[src/rtl/cpu_speed_pkg.sv]
// cpu_speed_pkg: shared state encodings, mux select constants and width helper
// for the CPU speed switch controller.
package cpu_speed_pkg;

   typedef enum logic [1:0] {
      ST_IDLE     = 2'd0,
      ST_WAIT_BUS = 2'd1,
      ST_SWITCH   = 2'd2,
      ST_SETTLE   = 2'd3
   } state_e;

   localparam logic SEL_CLK1 = 1'b1;
   localparam logic SEL_CLK2 = 1'b0;

   // Bits needed to hold values 0..v-1; never less than one bit.
   function automatic int unsigned clog2(input int unsigned v);
      int unsigned r;
      r = 1;
      while ((32'd1 << r) < v) r++;
      return r;
   endfunction

endpackage

[src/rtl/sync_debounce.sv]
// sync_debounce: 2-flop synchroniser followed by a debounce counter; the output
// only follows the input after DEBOUNCE_CYCLES consecutive stable cycles.
module sync_debounce
   import cpu_speed_pkg::*;
#(
   parameter int unsigned DEBOUNCE_CYCLES = 65536,
   parameter logic        RESET_VAL       = 1'b1
) (
   input  logic clk_i,
   input  logic rst_ni,
   input  logic d_i,
   output logic q_o
);

   localparam int unsigned     CW      = clog2(DEBOUNCE_CYCLES);
   localparam logic [CW-1:0]   CNT_MAX = CW'(DEBOUNCE_CYCLES - 1);

   logic [1:0]    sync_q;
   logic          sw_s;
   logic          db_q, db_d;
   logic [CW-1:0] cnt_q, cnt_d;

   assign sw_s = sync_q[1];
   assign q_o  = db_q;

   // Any sample matching the accepted level restarts the stability window.
   always_comb begin
      db_d  = db_q;
      cnt_d = '0;
      if (sw_s != db_q) begin
         if (cnt_q == CNT_MAX) db_d = sw_s;
         else cnt_d = cnt_q + 1'b1;
      end
   end

   always_ff @(posedge clk_i or negedge rst_ni) begin
      if (!rst_ni) begin
         sync_q <= {2{RESET_VAL}};
         db_q   <= RESET_VAL;
         cnt_q  <= '0;
      end else begin
         sync_q <= {sync_q[0], d_i};
         db_q   <= db_d;
         cnt_q  <= cnt_d;
      end
   end

endmodule

[src/rtl/cpu_speed_ctrl.sv]
// cpu_speed_ctrl: drives the glitch-free CPU clock mux select from the debounced
// panel switch, changing it only while the 68000 bus is idle.
module cpu_speed_ctrl
   import cpu_speed_pkg::*;
#(
   parameter int unsigned DEBOUNCE_CYCLES = 65536,
   parameter int unsigned SETTLE_CYCLES   = 16,
   parameter int unsigned IDLE_CYCLES     = 2
) (
   input  logic CLK,
   input  logic RESET_n,
   input  logic SWITCH_n,
   input  logic AS_n,
   output logic CPU_SPEED_SWITCH,
   output logic FAST,
   output logic BUSY
);

   localparam int unsigned   IW          = clog2(IDLE_CYCLES + 1);
   localparam int unsigned   SW          = clog2(SETTLE_CYCLES + 1);
   localparam logic [IW-1:0] IDLE_DONE   = IW'(IDLE_CYCLES);
   localparam logic [SW-1:0] SETTLE_DONE = SW'(SETTLE_CYCLES);

   state_e        state_q, state_d;
   logic          sel_q, sel_d;
   logic [IW-1:0] idle_q, idle_d, idle_inc;
   logic [SW-1:0] settle_q, settle_d, settle_inc;
   logic [1:0]    as_sync_q;
   logic          as_s, sw_db;

   sync_debounce #(
      .DEBOUNCE_CYCLES (DEBOUNCE_CYCLES),
      .RESET_VAL       (1'b1)
   ) u_sw (
      .clk_i  (CLK),
      .rst_ni (RESET_n),
      .d_i    (SWITCH_n),
      .q_o    (sw_db)
   );

   assign as_s       = as_sync_q[1];
   assign idle_inc   = idle_q + 1'b1;
   assign settle_inc = settle_q + 1'b1;

   always_comb begin
      state_d  = state_q;
      sel_d    = sel_q;
      idle_d   = '0;
      settle_d = '0;
      case (state_q)
         ST_IDLE:     if (sw_db != sel_q) state_d = ST_WAIT_BUS;
         ST_WAIT_BUS: begin
            idle_d = as_s ? idle_inc : '0;
            // A reverted switch wins over a completing idle window.
            if (sw_db == sel_q) state_d = ST_IDLE;
            else if (as_s && idle_inc == IDLE_DONE) state_d = ST_SWITCH;
         end
         ST_SWITCH:   begin
            sel_d   = sw_db;
            state_d = ST_SETTLE;
         end
         ST_SETTLE:   begin
            settle_d = settle_inc;
            if (settle_inc == SETTLE_DONE) state_d = ST_IDLE;
         end
         default:     state_d = ST_IDLE;
      endcase
   end

   always_ff @(posedge CLK or negedge RESET_n) begin
      if (!RESET_n) begin
         state_q   <= ST_IDLE;
         sel_q     <= SEL_CLK1;
         idle_q    <= '0;
         settle_q  <= '0;
         as_sync_q <= 2'b11;
      end else begin
         state_q   <= state_d;
         sel_q     <= sel_d;
         idle_q    <= idle_d;
         settle_q  <= settle_d;
         as_sync_q <= {as_sync_q[0], AS_n};
      end
   end

   assign CPU_SPEED_SWITCH = sel_q;
   assign FAST             = (sel_q == SEL_CLK2);
   assign BUSY             = (state_q != ST_IDLE);

endmodule
[config.mk]
export PLATFORM = sky130hd
export DESIGN_NAME = cpu_speed_ctrl
export DESIGN_NICKNAME = d
export VERILOG_FILES = /design/src/rtl/cpu_speed_pkg.sv /design/src/rtl/sync_debounce.sv /design/src/rtl/cpu_speed_ctrl.sv
export SDC_FILE = /design/constraint.sdc
export NUM_CORES = 1
export LEC_CHECK = 0
export ABC_AREA = 0
export CAP_MARGIN = 20
export CORE_ASPECT_RATIO = 1.4
export CORE_MARGIN = 2
export CORE_UTILIZATION = 55
export CTS_BUF_LIST = sky130_fd_sc_hd__clkbuf_4 sky130_fd_sc_hd__clkbuf_8
export DETAILED_ROUTE_END_ITERATION = 10
export DONT_BUFFER_PORTS = 1
export PLACE_DENSITY = 0.7
export SETUP_SLACK_MARGIN = 0.5
export SYNTH_ARGS = -nofsm -noshare
export SYNTH_HDL_FRONTEND = slang
export SYNTH_SLANG_ARGS = --single-unit
export TNS_END_PERCENT = 5
[constraint.sdc]
create_clock -name CLK -period 3.7 [get_ports CLK]
set_input_delay 0.555 -clock CLK [delete_from_list [all_inputs] [get_ports CLK]]
set_output_delay 0.555 -clock CLK [all_outputs]
set_load 0.01 [all_outputs]
-- Yosys cells after proc, flatten, opt, wreduce, memory -nomap -nowiden
Index checks and enable logic that the tools add are counted.
- bits in writable memories: 0
- output and inout bits: 3
- memories: 0
- ROM bits: 0
- register bits: 31
- input bits: 4
- bits in latches: 0
- word-level logic and storage cells: 39
- bitwise logic cells: 1
- multipliers: 0
- $lt $le $gt $ge: 0
- shift-type cells: 0
- reduce and logical (&&, ||, !) cells: 5
- $add $sub $neg: 3
- div/mod/pow operators: 0
- equal/unequal tests: 12
- muxes and demuxes: 10
- operator list (kind ; number):
    two-way mux 16 bit ; 2
    adder 16 x 1 -> 16 bit (second input constant) ; 1
    equality test 16 bit (second input constant) ; 1
    two-way mux 2 bit ; 6
    one-hot mux 2 bit (4 select lines) ; 1
    equality test 2 bit (second input constant) ; 3
    adder 5 x 1 -> 5 bit (second input constant) ; 1
    equality test 5 bit (second input constant) ; 1
    two-way mux 5 bit ; 1
    != test 2 bit (second input constant) ; 2
    != test 3 bit (second input constant) ; 1
    AND reduction 3 bit ; 1
    adder 2 x 1 -> 2 bit (second input constant) ; 1
    equality test 2 x 1 -> 1 bit (second input constant) ; 1
    zero test 2 bit ; 1
    != test 1 bit ; 2
    AND reduction 2 bit ; 1
    nonzero test 2 bit ; 1
    equality test 1 bit ; 1
    logical AND 1 bit ; 1
    NOT 1 bit ; 1

-- Longest topological paths before layout
- depth after elaboration: 6
- gate-level depth with buffers: 6
- mapped depth without buffers: 5

-- Hierarchy
From an unflattened synthesis, not the netlist that was laid out.
- cell total of the unflattened synthesis: 131
- area, all modules: 1402.6 sq um
- by module, submodules not included (module ; seq. area each (sq um) ; area an instance (sq um) ; cells each ; times used):
    sync_debounce ; 479.2 ; 874.6 ; 85 ; 1
    cpu_speed_ctrl ; 304.0 ; 528.0 ; 46 ; 1

-- Worst setup path after synthesis
Ideal clock, no wire load.
- kind: register to register
- start: reg u_sw.cnt_q[0]
- end: reg u_sw.cnt_q[10]
- setup time: 0.119 ns
- cell stages (with the launch flop): 7
- setup slack: 2.189 ns
- arrival time: 1.393 ns
- data required time: 3.581 ns
- cell sequence: dfrtp_1 ha_1 nand4_1 nor2_2 a41o_2 buf_6 nor2_1
- longest elaborated chain between the ends: 3
- elaborated cells on any way between the ends: 4
- classes of those cells: add/sub: 1; eq/ne: 1; mux: 2
- ends and longest elaborated chain (element ; line ; RTL):
    start: declaration ; sync_debounce.sv:21 ; logic [CW-1:0] cnt_q, cnt_d;
    start signal: assignment ; sync_debounce.sv:44 ; cnt_q <= cnt_d;
    adder 16 x 1 -> 16 bit or equality test 16 bit (tied branches) ; sync_debounce.sv:32, sync_debounce.sv:31 ;
    two-way mux 16 bit * ; sync_debounce.sv:31 ; if (cnt_q == CNT_MAX) db_d = sw_s;
    two-way mux 16 bit * ; sync_debounce.sv:30 ; if (sw_s != db_q) begin
    named net u_sw.cnt_d[10] ; sync_debounce.sv:21 ;
The timed path passes the listed nets; every way through them passes the cells marked *.
A chain may end at the register's enable or synchronous reset.

==> out/metrics.yaml <==
globalRouteOverflowTotal: 0
detail-route-antenna-nets: 0
grt_util_met3_pct: 5.85
syn-mean-instance-area_sq_um: 11.1
hpwl_um: 1650
clk_path_buf_depth: 2
drive_gt1_share_pct: 20.3
grt_max_degree: 26
drcViolationCount: 0
cp-end-kind: "primary output"
crit_type: "register to primary output"
die_h_um: 64.5
finalPower_mw: 0.638
syn_inst: 130
grt_usage_pct: 18.7
rows: 21
top_usage_layer: "met2"
num_io_pins: 7
synth_cell_type_count: 29
power_density_nw_per_um2: 404
cts_inserted_buffers: 5
antenna_found_initial: 0
worstReg2RegStart: "u_sw.cnt_q[0]"
path_max_fanout: 10
r2r_cells: 5
met2_usage_pct: 31.5
final_cell_mix: "25 x dfrtp_1, 24 x nor2_1, 11 x xnor2_1"
dr.pass1.iters: 4
slew_headroom_pct: 61.8
vdd_drop_max_v: 0.000255
place_congestion: 0.777
drv_slew: 0
port_buffers: 0
final_cells: 172
hold_viol: 0
clk_latency_ns: 0.33
synthFlopType: "dfrtp_1"
rsz0062_at_grt: "no"
grt_use_met1_pct: 19.7
cpMaxStageDelayCell: "dfrtp_1"
finalWirelength_um: 2380
clkTransAtPathRegs_ns: 0.10
slowest_delay_ns: 0.49
tns_ns: 0
netlist.area_leader.share_pct: 43.5
tritoncts: "done"
mostFrequentLayoutCell: "dfrtp_1"
antenna_cells: 0
p_leak_nw: 0.667
crit_family: "flip-flops"
synth_nets: 137
worst_pin_slew_ns: 0.571
maxCapViolations: 0
clock-root-buffer: "clkbuf_4"
crit_buf_inv: 0
period_share_pct: 46.5
cp.required_ns: 3.14
die-area_sq_um: 3040
fp.dieW_um: 47.2
synth_seq_cells: 31
arrival_ns: 1.17
nNetsFinal: 144
fin_util_pct: 64.5
drt_iter0_markers: 12
fill_cells: 197
yosysWarnings: 0
ff_latch_area_sq_um: 783
vias_per_cell: 5.42
fin_skew_ns: 0.00970
critical_path.cell_chain: "or2_2"
grt_pass1_wl_um: 3950
start_util_pct: 58.8
max_freq_ghz: 0.581
multi_input_area_sq_um: 613
area_growth_pct: 9.66
wl_per_cell_um: 13.8
seq_area_frac_synth_pct: 54.5
yosys-top-cells-area: "dfrtp_1 44%, dfstp_2 11%, xnor2_1 6.7%, nor2_1 6.3%, xor2_1 4.3%"
yosysTopAreaCell: "dfrtp_1"
synth_edf_count: 0
route.vias.total: 933
cts_sinks: 31
netlist_area_sq_um: 1440
htree_levels: 2
grt_pass1_vias: 936
r2r_slack_ns: 2.02
dp_cells: 162
async_reset_ff_share_pct: 100
min_period_ns: 1.72
setup_viol: 0
crit_path_start_kind: "register"
crit-reg2reg-capture: "u_sw.cnt_q[8]"
min_path_type: "input pin to async pin"
fp.coreArea_sq_um: 2440
outcome: "finished, final reports clean"
==> layer usage <==
metal	wire length, um	share of wire, %
met1	932	39
met2	1330	56
met5	0	0
met3	66	2.8
met4	46	1.9
==> cells in the mapped netlist (all sizes together), types with 2 or more instances <==
| cell | count |
|---|---|
| xnor2 | 11 |
| nand2 | 6 |
| nor4 | 4 |
| dfrtp | 25 |
| nor3 | 4 |
| dfstp | 6 |
| nor2 | 25 |
| inv | 7 |
| a21oi | 4 |
| ha | 3 |
| a31o | 2 |
| nand3 | 9 |
| nand4 | 7 |
| xor2 | 7 |
==> power breakdown <==
| group | internal (mW) | switching [mW] | total, mW |
|---|---|---|---|
| Combinational | 0.00580 | 0.0117 | 0.0175 |
| Sequential | 0.345 | 0.00530 | 0.351 |
| Clock | 0.160 | 0.110 | 0.269 |
| Total | 0.511 | 0.127 | 0.638 |
==> how the worst max path moves through the flow <==
stage                             start              to  slack (ns)  cells past startpoint
after detailed placement  u_sw.cnt_q[0]  u_sw.cnt_q[13]        2.03                      5
final                          register            BUSY        1.98                      1
after global placement    u_sw.cnt_q[0]   u_sw.cnt_q[8]        2.10                      5
after floorplan           u_sw.cnt_q[0]  u_sw.cnt_q[10]        2.19                      6
after CTS                      register            BUSY        1.97                      1
after global routing      u_sw.cnt_q[0]   u_sw.cnt_q[7]        1.84                      5
==> cell type report <==
cell class	instances	area share [%]
Timing Repair Buffer	2	1.59
Inverter	7	1.67
Sequential cell	31	49.7
Multi-Input combinational cell	90	38.9
Clock inverter	2	2.22
Clock buffer	6	3.25
Tap cell	34	2.70
==> per-stage QoR <==
step / cell area [sq um] / worst slack, ns / hold slack (ns)
3_5_place_dp: 1470 / 2.03 / 0.260
3_3_place_gp: 1470 / 2.10 / 0.260
6_report: 1580 / 1.98 / 0.0545
4_1_cts: 1560 / 1.97 / 0.0442
2_1_floorplan: 1440 / 2.19 / 0.259
5_1_grt: 1580 / 1.84 / 0.0267
==> cells by family (layout without fill, tap and decap cells) <==
group	after synthesis	count (layout)	synth area share (%)
simple gates	60	60	24.3
flops	31	31	54.5
xor+xnor	18	18	11.0
buf+inv	9	17	2.87
compound gates	8	8	4.00
fa+ha+maj	3	3	2.61
mux	1	1	0.783
==> flip-flops by register name, summed over array words and instances (netlist names), named ones only <==
signal,cells
u_sw.q_o,1
state_q,1
settle_q,5
as_sync_q,2
idle_q,2
u_sw.sync_q,2
u_sw.cnt_q,16
CPU_SPEED_SWITCH,1
==> timing repair <==
action                                 CTS  global route
setup buffers                            0             0
gates resized for setup                  0             0
endpoints found under the hold margin   25             0
hold buffers                             1             0
No activity file was read; power rests on OpenSTA's default activity.
